===== config.mk =====
export PLATFORM = sky130hd
export DESIGN_NAME = tri_span_walker_flat
export DESIGN_NICKNAME = d
export VERILOG_FILES = /design/src/rtl/tri_span_walker_if.sv /design/src/rtl/tri_span_walker.sv /design/src/flat_wrapper.sv
export SDC_FILE = /design/constraint.sdc
export NUM_CORES = 1
export LEC_CHECK = 0
export ABC_AREA = 1
export BUFFER_PORTS_ARGS = -buffer_cell sky130_fd_sc_hd__buf_4
export CAP_MARGIN = 10
export CORE_MARGIN = 4
export CORE_UTILIZATION = 30
export CTS_CLUSTER_DIAMETER = 120
export DETAILED_ROUTE_END_ITERATION = 8
export PLACE_DENSITY_LB_ADDON = 0.08
export SLEW_MARGIN = 25
export SYNTH_ARGS = -nofsm -noshare
export SYNTH_HDL_FRONTEND = slang
export SYNTH_SLANG_ARGS = --single-unit

===== constraint.sdc =====
create_clock -name clk -period 8.2 [get_ports clk]
set_clock_uncertainty 0.2 [all_clocks]
set_input_delay 0 -clock clk [delete_from_list [all_inputs] [get_ports clk]]
set_output_delay 0 -clock clk [all_outputs]
set_load 0.02 [all_outputs]

===== src/rtl/tri_span_walker_if.sv =====
// Triangle-in / span-out bundle for the scanline walker.
// slave = walker side, master = setup stage plus span consumer side.
interface tri_span_walker_if #(
    parameter int COORD_W = 10,
    parameter int FRAC_W  = 14
);
    localparam int ACC_W = COORD_W + FRAC_W + 2;

    logic                      tri_valid;
    logic                      tri_ready;
    logic [COORD_W-1:0]        v0_x, v0_y;
    logic [COORD_W-1:0]        v1_x, v1_y;
    logic [COORD_W-1:0]        v2_x, v2_y;
    logic signed [ACC_W-1:0]   slope_02, slope_01, slope_12;
    logic                      span_valid;
    logic                      span_ready;
    logic [COORD_W-1:0]        span_y;
    logic [COORD_W-1:0]        span_x_start;
    logic [COORD_W-1:0]        span_x_end;
    logic                      span_last;
    logic                      err;

    modport slave (
        input  tri_valid, v0_x, v0_y, v1_x, v1_y, v2_x, v2_y,
               slope_02, slope_01, slope_12, span_ready,
        output tri_ready, span_valid, span_y, span_x_start, span_x_end, span_last, err
    );

    modport master (
        output tri_valid, v0_x, v0_y, v1_x, v1_y, v2_x, v2_y,
               slope_02, slope_01, slope_12, span_ready,
        input  tri_ready, span_valid, span_y, span_x_start, span_x_end, span_last, err
    );
endinterface


===== src/rtl/tri_span_walker.sv =====
// Walks one y-sorted triangle a scanline per cycle and streams (y, x_start, x_end) spans.
// First span 2 edges after accept; outputs registered and held while span_ready is low.
module tri_span_walker #(
    parameter int COORD_W = 10,
    parameter int FRAC_W  = 14
) (
    input  logic             clk,
    input  logic             rst_n,
    input  logic             abort,
    tri_span_walker_if.slave bus
);
    localparam int ACC_W = COORD_W + FRAC_W + 2;
    localparam logic signed [ACC_W-1:0] HALF =
        {{(ACC_W-FRAC_W){1'b0}}, 1'b1, {(FRAC_W-1){1'b0}}};
    localparam logic signed [ACC_W-1:0] XMAX =
        {{(ACC_W-COORD_W){1'b0}}, {COORD_W{1'b1}}};

    typedef enum logic [1:0] {IDLE, SETUP, EMIT} state_t;

    state_t state, state_nxt;

    logic [COORD_W-1:0]      x0_q, x1_q, x2_q, y0_q, y1_q, y2_q;
    logic signed [ACC_W-1:0] s02_q, s01_q, s12_q;
    logic signed [ACC_W-1:0] acc_l, acc_s;
    logic [COORD_W-1:0]      cur_y;

    logic                    out_vld, out_last, err_q;
    logic [COORD_W-1:0]      out_y, out_xs, out_xe;

    logic                    order_ok, accept, hs, flat, load_out;
    logic [COORD_W-1:0]      y_inc, src_y, xa, xb, xmin, xmax;
    logic signed [ACC_W-1:0] l_nxt, s_nxt, src_l, src_s;

    function automatic logic signed [ACC_W-1:0] to_fix(input logic [COORD_W-1:0] x);
        return {{(ACC_W-COORD_W-FRAC_W){1'b0}}, x, {FRAC_W{1'b0}}};
    endfunction

    // Round half up to an integer pixel, then clamp onto the screen.
    function automatic logic [COORD_W-1:0] round_clamp(input logic signed [ACC_W-1:0] a);
        logic signed [ACC_W-1:0] r;
        r = (a + HALF) >>> FRAC_W;
        if (r[ACC_W-1])
            return '0;
        else if (r > XMAX)
            return '1;
        else
            return r[COORD_W-1:0];
    endfunction

    assign order_ok = (bus.v0_y <= bus.v1_y) && (bus.v1_y <= bus.v2_y);
    assign accept   = (state == IDLE) && bus.tri_valid && !abort;
    assign hs       = out_vld && bus.span_ready;
    assign flat     = (y0_q == y2_q);

    always_ff @(posedge clk or negedge rst_n) begin
        if (!rst_n)
            state <= IDLE;
        else
            state <= state_nxt;
    end

    always_comb begin
        state_nxt = state;
        case (state)
            IDLE:    if (accept && order_ok) state_nxt = SETUP;
            SETUP:   state_nxt = EMIT;
            EMIT:    if (hs && out_last) state_nxt = IDLE;
            default: state_nxt = IDLE;
        endcase
        if (abort)
            state_nxt = IDLE;
    end

    always_comb begin
        y_inc = cur_y + COORD_W'(1);
        l_nxt = acc_l + s02_q;
        // Reload the short edge at the middle vertex so slope rounding never drifts past it.
        if (y_inc == y1_q)
            s_nxt = to_fix(x1_q);
        else if (y_inc < y1_q)
            s_nxt = acc_s + s01_q;
        else
            s_nxt = acc_s + s12_q;

        load_out = (state == EMIT) && (!out_vld || (bus.span_ready && !out_last));

        if (out_vld) begin
            src_y = y_inc;
            src_l = l_nxt;
            src_s = s_nxt;
        end else begin
            src_y = cur_y;
            src_l = acc_l;
            src_s = acc_s;
        end

        xa   = round_clamp(src_l);
        xb   = round_clamp(src_s);
        xmin = (xa < xb) ? xa : xb;
        xmax = (xa < xb) ? xb : xa;
        if (flat) begin
            xmin = (x0_q < x1_q) ? x0_q : x1_q;
            xmin = (xmin < x2_q) ? xmin : x2_q;
            xmax = (x0_q > x1_q) ? x0_q : x1_q;
            xmax = (xmax > x2_q) ? xmax : x2_q;
        end
    end

    always_ff @(posedge clk or negedge rst_n) begin
        if (!rst_n) begin
            x0_q     <= '0;
            x1_q     <= '0;
            x2_q     <= '0;
            y0_q     <= '0;
            y1_q     <= '0;
            y2_q     <= '0;
            s02_q    <= '0;
            s01_q    <= '0;
            s12_q    <= '0;
            acc_l    <= '0;
            acc_s    <= '0;
            cur_y    <= '0;
            out_vld  <= 1'b0;
            out_last <= 1'b0;
            out_y    <= '0;
            out_xs   <= '0;
            out_xe   <= '0;
            err_q    <= 1'b0;
        end else begin
            err_q <= accept && !order_ok;
            if (accept && order_ok) begin
                x0_q  <= bus.v0_x;
                x1_q  <= bus.v1_x;
                x2_q  <= bus.v2_x;
                y0_q  <= bus.v0_y;
                y1_q  <= bus.v1_y;
                y2_q  <= bus.v2_y;
                s02_q <= bus.slope_02;
                s01_q <= bus.slope_01;
                s12_q <= bus.slope_12;
            end
            if (abort) begin
                out_vld  <= 1'b0;
                out_last <= 1'b0;
            end else begin
                if (state == SETUP) begin
                    cur_y <= y0_q;
                    acc_l <= to_fix(x0_q);
                    acc_s <= to_fix((y0_q == y1_q) ? x1_q : x0_q);
                end
                if (load_out) begin
                    out_vld  <= 1'b1;
                    out_y    <= src_y;
                    out_xs   <= xmin;
                    out_xe   <= xmax;
                    out_last <= (src_y == y2_q);
                end else if (hs) begin
                    out_vld  <= 1'b0;
                    out_last <= 1'b0;
                end
                if (hs && !out_last) begin
                    cur_y <= y_inc;
                    acc_l <= l_nxt;
                    acc_s <= s_nxt;
                end
            end
        end
    end

    assign bus.tri_ready    = (state == IDLE);
    assign bus.span_valid   = out_vld;
    assign bus.span_y       = out_y;
    assign bus.span_x_start = out_xs;
    assign bus.span_x_end   = out_xe;
    assign bus.span_last    = out_last;
    assign bus.err          = err_q;
endmodule

===== src/flat_wrapper.sv =====
// flat-port wrapper written by rule: the top's interface ports become plain ports
module tri_span_walker_flat 
#(
    parameter int COORD_W = 10,
    parameter int FRAC_W  = 14
)
  (clk, rst_n, abort, bus_tri_valid, bus_v0_x, bus_v0_y, bus_v1_x, bus_v1_y, bus_v2_x, bus_v2_y, bus_slope_02, bus_slope_01, bus_slope_12, bus_span_ready, bus_tri_ready, bus_span_valid, bus_span_y, bus_span_x_start, bus_span_x_end, bus_span_last, bus_err);
  tri_span_walker_if #(.COORD_W(COORD_W), .FRAC_W(FRAC_W)) bus_i ();
  input  logic clk;
  input  logic rst_n;
  input  logic abort;
  input wire logic [$bits(bus_i.tri_valid)-1:0] bus_tri_valid;
  input wire logic [$bits(bus_i.v0_x)-1:0] bus_v0_x;
  input wire logic [$bits(bus_i.v0_y)-1:0] bus_v0_y;
  input wire logic [$bits(bus_i.v1_x)-1:0] bus_v1_x;
  input wire logic [$bits(bus_i.v1_y)-1:0] bus_v1_y;
  input wire logic [$bits(bus_i.v2_x)-1:0] bus_v2_x;
  input wire logic [$bits(bus_i.v2_y)-1:0] bus_v2_y;
  input wire logic [$bits(bus_i.slope_02)-1:0] bus_slope_02;
  input wire logic [$bits(bus_i.slope_01)-1:0] bus_slope_01;
  input wire logic [$bits(bus_i.slope_12)-1:0] bus_slope_12;
  input wire logic [$bits(bus_i.span_ready)-1:0] bus_span_ready;
  output wire logic [$bits(bus_i.tri_ready)-1:0] bus_tri_ready;
  output wire logic [$bits(bus_i.span_valid)-1:0] bus_span_valid;
  output wire logic [$bits(bus_i.span_y)-1:0] bus_span_y;
  output wire logic [$bits(bus_i.span_x_start)-1:0] bus_span_x_start;
  output wire logic [$bits(bus_i.span_x_end)-1:0] bus_span_x_end;
  output wire logic [$bits(bus_i.span_last)-1:0] bus_span_last;
  output wire logic [$bits(bus_i.err)-1:0] bus_err;
  assign bus_i.tri_valid = bus_tri_valid;
  assign bus_i.v0_x = bus_v0_x;
  assign bus_i.v0_y = bus_v0_y;
  assign bus_i.v1_x = bus_v1_x;
  assign bus_i.v1_y = bus_v1_y;
  assign bus_i.v2_x = bus_v2_x;
  assign bus_i.v2_y = bus_v2_y;
  assign bus_i.slope_02 = bus_slope_02;
  assign bus_i.slope_01 = bus_slope_01;
  assign bus_i.slope_12 = bus_slope_12;
  assign bus_i.span_ready = bus_span_ready;
  assign bus_tri_ready = bus_i.tri_ready;
  assign bus_span_valid = bus_i.span_valid;
  assign bus_span_y = bus_i.span_y;
  assign bus_span_x_start = bus_i.span_x_start;
  assign bus_span_x_end = bus_i.span_x_end;
  assign bus_span_last = bus_i.span_last;
  assign bus_err = bus_i.err;
  tri_span_walker #(.COORD_W(COORD_W), .FRAC_W(FRAC_W)) u_core (.clk(clk), .rst_n(rst_n), .abort(abort), .bus(bus_i));
endmodule

==> results.md, run 1 <==
* Worst slew pin tran at 0.954 ns
* Routed wire per std cell at about 16 µm
* Buffers on Ports at ~180
* Maximum fanout along the worst path at between 50 and 60
* Buf+Inv Stages, Crit Path at 4
* Row cnt at between 80 and 90
* Initial antenna violation count at 1
* Most numerous cell in the Yosys netlist: nand2_1
* Hold Crit Start: bus_slope_02[24]
* Clk slew on worst S/H paths at 0.06 ns
* Clock tree sinks at approximately 240
* FFs w/ async S/R, synth at 100%
* Postcts setup bufs at 0
* Cells after Synth at around 2600
* Seq cells post-synth at roughly 240
* FF/Latch Area at roughly 6000 µm²
* Initial DRC count at 893
* Worst path top cell family by delay: simple AND/OR/NAND/NOR gates
* Skew-Pair Late Insertion Delay at 0.59 ns
* Area Overhead vs Synth at 31.9%
* Top cells by count, synth: nand2_1 (852), inv_1 (310), dfrtp_1 (235), o21ai_0 (226), nor2_1 (129)
* RSZ-0062 raised after global routing: no
* Via count at between 15000 and 20000
* Seq/Total Area, Yosys at 33.1%
* Slew headroom at between 30% and 40%
* Htree depth at 1
* Critical Path AT at about 7.6 ns
* Die X at ~250 µm
* Syn nets at 2819
* Peak supply drop at ~0.00024 V
* Reg2Reg Setup Slack at between 0.8 and 0.9 ns
* Max-cap viol count at 0
* CTS max path bufs at 3
* ANT cells at 0
* Nets@finish at 3209
* Layout cell share with drive strength beyond 1 at around 15%
* Critical Path End Type: flip-flop
* Worst Path Required at approximately 8.5 ns
* CP startpoint: u_core.cur_y[0]
* Worst Setup Path Type: flip-flop to flip-flop
* Grt total ovfl at 0
* Min-Delay Path Class: input pin to flip-flop
* Leak at approximately 12 nW
* Initial core utilization at between 30% and 40%
* Mapped Avg Cell Area at about 7.0 µm²
* Area fraction of the dominant cell type after synthesis at approximately 33%
* Vias in the first global route at 17589
* Largest net degree at the start of global routing at roughly 110
* Yosys top cell by area: dfrtp_1
* Final Hold Vio Count at 0
* Tot Pwr at between 9 and 10 mW
* HPWL after DPL at 46.1 mm
* Fmax at roughly 0.14 GHz
* TritonCTS clock tree: done
* Die ar. at about 63000 µm²
* Critical R2R Launch: u_core.cur_y[0]
* Die span in y at about 250 µm
* # setup viols final at 0
* Util after Layout at 40.3%
* # DRC at 0
* CP max stage cell: fa_1
* Global-route wire length before repair at between 90 and 100 mm
* Period utilization at about nine tenths
* Post-route ant nets at 0
* Yosys cell types at 60
* Top cells by area, synth: dfrtp_1 (33%), nand2_1 (18%), ha_1 (8.7%)
* Primary FF master, synth: dfrtp_1
* Post-synth EDFFs at 0
* All-Layer GR Usage at a little under a fifth
* Fill cells at ~6100
* Multi-input gate area at slightly above 10000 µm²
* CTS root buf: clkbuf_16
* # IOs at 177
* Most frequent cell on the critical path: nand2_1
* First-pass DRT Iterations at 5
* Vias/cell at about 4.7
* Synthesized area at roughly 18000 µm²
* GP Congestion at 0.877
* Placeable Area at around 58000 µm²
* Outcome: finished clean
* CP peak stage delay at 0.43 ns
* CTS buffer count at 30
* Pwr per Cell Area at about 400 nW/µm²
* Post-route minimum period at around 7.4 ns
* Final TNS setup at 0 ns
* Total Routed Length at roughly 60 mm
* Setup crit start kind: flip-flop
* Cell Area, Placed at 19800 µm²
* YS warnings at 0
* Fin area at between 20000 and 25000 µm²
* Slew Viols, Final at 0
## cells by family (layout without fill, tap and decap cells)
logic type | count (synthesis) | after routing | share of synthesized area (%)
AOI/OAI and AO/OA | 420 | 420 | 13.2
xor gates and xnor gates | 46 | 46 | 2.27
adders and majority gates | 125 | 125 | 8.90
buffers and inverters | 415 | 828 | 9.37
DFF | 235 | 235 | 33.1
and+or+nand+nor | 1310 | 1310 | 33.1
## stage by stage
stage               std cells  worst slack, ns  hold slack (ns)
finish                   3729            0.840          0.00355
global route             3729           0.0404         0.000684
CTS                      3729            0.734         0.000395
detailed placement       3427            0.720          -0.0169
global placement         3426            0.892          -0.0165
floorplan                2551             1.59           -0.496
## layout make-up
cell class | instances | area share, %
clock buffer | 44 | 3.86
clock inverter | 11 | 0.732
inverter | 331 | 5.33
multi-input combinational | 1901 | 43.8
sequential | 235 | 25.1
tap | 765 | 4.09
timing repair buffer | 442 | 17.1
## worst paths after layout
| check | to | depth (start not counted) |
|---|---|---|
| setup / recovery | u_core.bus.span_x_start[4] | 43 |
| min in group asynchronous | u_core.s01_q[9] | 4 |
| max in group asynchronous | u_core.x2_q[3] | 4 |
| hold / removal | u_core.s02_q[24] | 4 |
| setup reg to reg | u_core.bus.span_x_start[4] | 43 |
| hold reg to reg | u_core.bus.span_y[1] | 2 |
## worst reg2reg max path, delay by kind of cell (launching register included)
family	cells	cell delay, ns
simple gates	24	2.66
xor+xnor	1	0.20
compound gates	8	1.39
flops	1	0.41
buf+inv	4	0.72
fa+ha+maj	6	1.67
## where the power goes
part,internal (mW),switching [mW]
clock network,0.883,0.553
logic,2.09,3.75
registers,1.60,0.383
total,4.57,4.68
## cell usage in the layout (no fill, tap or decap), drive strengths merged, types with 2 or more instances in the layout
cell,instances
a211oi,4
a21boi,2
a21oi,136
a22o,3
a31oi,9
a32o,4
and2,2
buf,196
bufinv,4
clkbuf,44
clkinv,11
clkinvlp,2
dfrtp,235
dlygate4sd3,246
fa,2
ha,123
inv,325
nand2,915
nand3,167
nand3b,5
nand4,30
nor2,154
nor3,19
nor4,6
o2111ai,3
o211ai,7
o21a,3
o21ai,227
o21bai,5
o221ai,2
o22ai,5
o31ai,5
or2,11
xnor2,22
xor2,24
## flip-flops by register name, indices dropped and copies added (netlist names), 26 cells and up
name          count
u_core.s12_q     26
u_core.acc_l     26
u_core.acc_s     26
u_core.s02_q     26
u_core.s01_q     26
## what timing repair did
action                                  in CTS  in global routing
endpoints found under the hold margin      304                  0
gates resized for setup                      0                  3
endpoints found under the setup margin       0                 20
hold buffers                               247                  0
## per-layer routing
layer	vias up	track usage, %	wire length, µm
met4	0	4.37	1340
li1	8984	-	-
met2	306	33.1	29100
met1	8152	25.9	28400
met3	67	1.93	2170
met5	-	0	0
No activity file was read; power rests on OpenSTA's default activity.
==> run 2, diff against run 1 <==
CORE_ASPECT_RATIO = 1.1   (was default)
==> results.md, run 2 (synthesis results as in run 1) <==
* Outcome: finished clean (unchanged)
* Setup crit start kind: flip-flop (unchanged)
* CTS root buf: clkbuf_16 (unchanged)
* CP peak stage delay at 0.41 ns (was 0.43 ns)
* Placeable Area at 58500 µm² (was 58100 µm²)
* Final TNS setup at 0 ns (unchanged)
* Multi-input gate area at 10300 µm² (was 10200 µm²)
* R2R depth at 43 (unchanged)
* Die X at 240 µm (was 251 µm)
* Initial DRC count at 814 (was 893)
* Global-route wire length before repair at 98.9 mm (was 97.4 mm)
* CTS buffer count at 29 (was 30)
* CP startpoint: u_core.cur_y[0] (unchanged)
* Critical R2R Launch: u_core.cur_y[0] (unchanged)
* Fmax at 0.134 GHz (was 0.136 GHz)
* Clock tree sinks at 235 (unchanged)
* Commonest cells after routing, fill and taps aside: nand2_1 (852), inv_1 (308), dlygate4sd3_1 (247) (was nand2_1 (852), inv_1 (308), dlygate4sd3_1 (246))
* Layout cell share with drive strength beyond 1 at 14.8% (about the same)
* First-pass DRT Iterations at 5 (unchanged)
* Clk slew on worst S/H paths at 0.06 ns (about the same)
* Most frequent cell on the critical path: nand2_1 (unchanged)
* Post-route ant nets at 0 (unchanged)
* Leak at 11.9 nW (about the same)
* Worst Path Required at 8.51 ns (was 8.47 ns)
* CP max stage cell: dfrtp_1 (was fa_1)
* Peak supply drop at 0.000238 V (was 0.000244 V)
* # DRC at 0 (unchanged)
* Buffers on Ports at 176 (unchanged)
* Total Routed Length at 61.9 mm (was 60.9 mm)
* Routed wire per std cell at 16.6 µm (was 16.3 µm)
* GP Congestion at 0.899 (was 0.877)
* Hold Worst Slack at 0.0188 ns (was 0.00355 ns)
* Worst Setup Path Type: flip-flop to flip-flop (unchanged)
* Fill cells at 6141 (was 6116)
* Vias in the first global route at 17876 (was 17589)
* Final Hold Vio Count at 0 (unchanged)
* Place WS at 0.362 ns (was 0.720 ns)
* RSZ-0062 raised after global routing: no (unchanged)
* # IOs at 177 (unchanged)
* All-Layer GR Usage at 19.4% (was 19.1%)
* Htree depth at 1 (unchanged)
* Via count at 17490 (was 17509)
* FF/Latch Area at 5880 µm² (unchanged)
* Vias/cell at 4.70 (about the same)
* Critical Path End: u_core.bus.span_x_end[7] (was u_core.bus.span_x_start[4])
* # setup viols final at 0 (unchanged)
* Util after Layout at 39.9% (was 40.3%)
* Post-route setup slack at 0.729 ns (was 0.840 ns)
* Die span in y at 263 µm (was 251 µm)
* Critical Path AT at 7.78 ns (was 7.63 ns)
* Initial antenna violation count at 0 (was 1)
* HPWL after DPL at 46.4 mm (was 46.1 mm)
* Period utilization at 91.1% (was 89.8%)
* Reg2Reg Setup Slack at 0.73 ns (was 0.84 ns)
* CTS max path bufs at 3 (unchanged)
* TritonCTS clock tree: done (unchanged)
* Critical Path End Type: flip-flop (unchanged)
* Skew-Pair Late Insertion Delay at 0.58 ns (was 0.59 ns)
* Grt total ovfl at 0 (unchanged)
* Reg2reg end: u_core.bus.span_x_end[7] (was u_core.bus.span_x_start[4])
* Row cnt at 93 (was 88)
* Maximum fanout along the worst path at 51 (unchanged)
* Largest net degree at the start of global routing at 151 (was 113)
* Pwr per Cell Area at 397 nW/µm² (was 395 nW/µm²)
* Min-Delay Path Class: input pin to flip-flop (unchanged)
* Post-route minimum period at 7.47 ns (was 7.36 ns)
* Initial core utilization at 30.3% (was 30.5%)
* Most common cell after layout, fill and taps aside: nand2_1 (unchanged)
* Worst slew pin tran at 0.964 ns (was 0.954 ns)
* Die ar. at 63100 µm² (about the same)
* Nets@finish at 3209 (unchanged)
* Max-cap viol count at 0 (unchanged)
* Area Overhead vs Synth at 31.7% (was 31.9%)
* Slew headroom at 35.7% (was 36.0%)
* Slew Viols, Final at 0 (unchanged)
[run 2: where the power goes]
| group | internal (mW) | switching, mW | total, mW |
|---|---|---|---|
| Clock | 0.836 | 0.545 | 1.38 |
| Combinational | 2.10 | 3.82 | 5.93 |
| Sequential | 1.60 | 0.374 | 1.97 |
| Total | 4.54 | 4.74 | 9.28 |
[run 2: worst min-delay path by stage]
stage / startpoint / endpoint / slack, ns / cells after the start
6_report: bus_v1_x[9] / u_core.x1_q[9] / 0.02 / 4
5_1_grt: bus_v1_x[9] / u_core.x1_q[9] / 0.03 / 4
4_1_cts: bus_slope_01[6] / u_core.s01_q[6] / 0.001 / 4
3_5_place_dp: rst_n / u_core.s01_q[3] / -0.08 / 1
3_3_place_gp: rst_n / u_core.s01_q[2] / -0.07 / 1
2_1_floorplan: rst_n / u_core.acc_l[0] / -0.50 / 0
[run 2: critical path: cells and delay by family, from the launching register on]
family / cells / cell delay (ns)
buf+inv: 5 / 0.54
xor+xnor: 1 / 0.21
fa+ha+maj: 3 / 1.06
flops: 1 / 0.41
compound gates: 5 / 1.05
simple gates: 29 / 3.88
[run 2: what timing repair did]
item,in CTS,in global routing
buffers inserted,0,1
hold endpoints to repair,301,0
hold buffers,248,0
setup endpoints to repair,0,20
gates resized for setup,0,7
[run 2: final cells by class]
| class | count | share of cell area (%) |
|---|---|---|
| clock inverter | 13 | 0.755 |
| antenna | 1 | 0.0107 |
| clock buffer | 40 | 3.58 |
| multi-input combinational | 1902 | 44.0 |
| timing repair buffer | 442 | 17.1 |
| inverter | 331 | 5.34 |
| tap | 760 | 4.07 |
| sequential | 235 | 25.2 |
[run 2: metrics by stage]
stage	area, µm²	std cells	power, mW
detailed placement	19800	3420	7.72
finish	23400	3724	9.28
floorplan	17800	2551	6.14
global route	23400	3723	10.2
CTS	23300	3721	9.25
global placement	19800	3420	7.69
[run 2: per-layer routing]
layer / track usage [%] / share of wire [%] / up-vias
li1: - / - / 8988
met3: 1.88 / 2.9 / 88
met1: 25.9 / 46 / 8146
met5: 0 / 0 / -
met4: 5.59 / 3.0 / 0
met2: 33.4 / 48 / 268
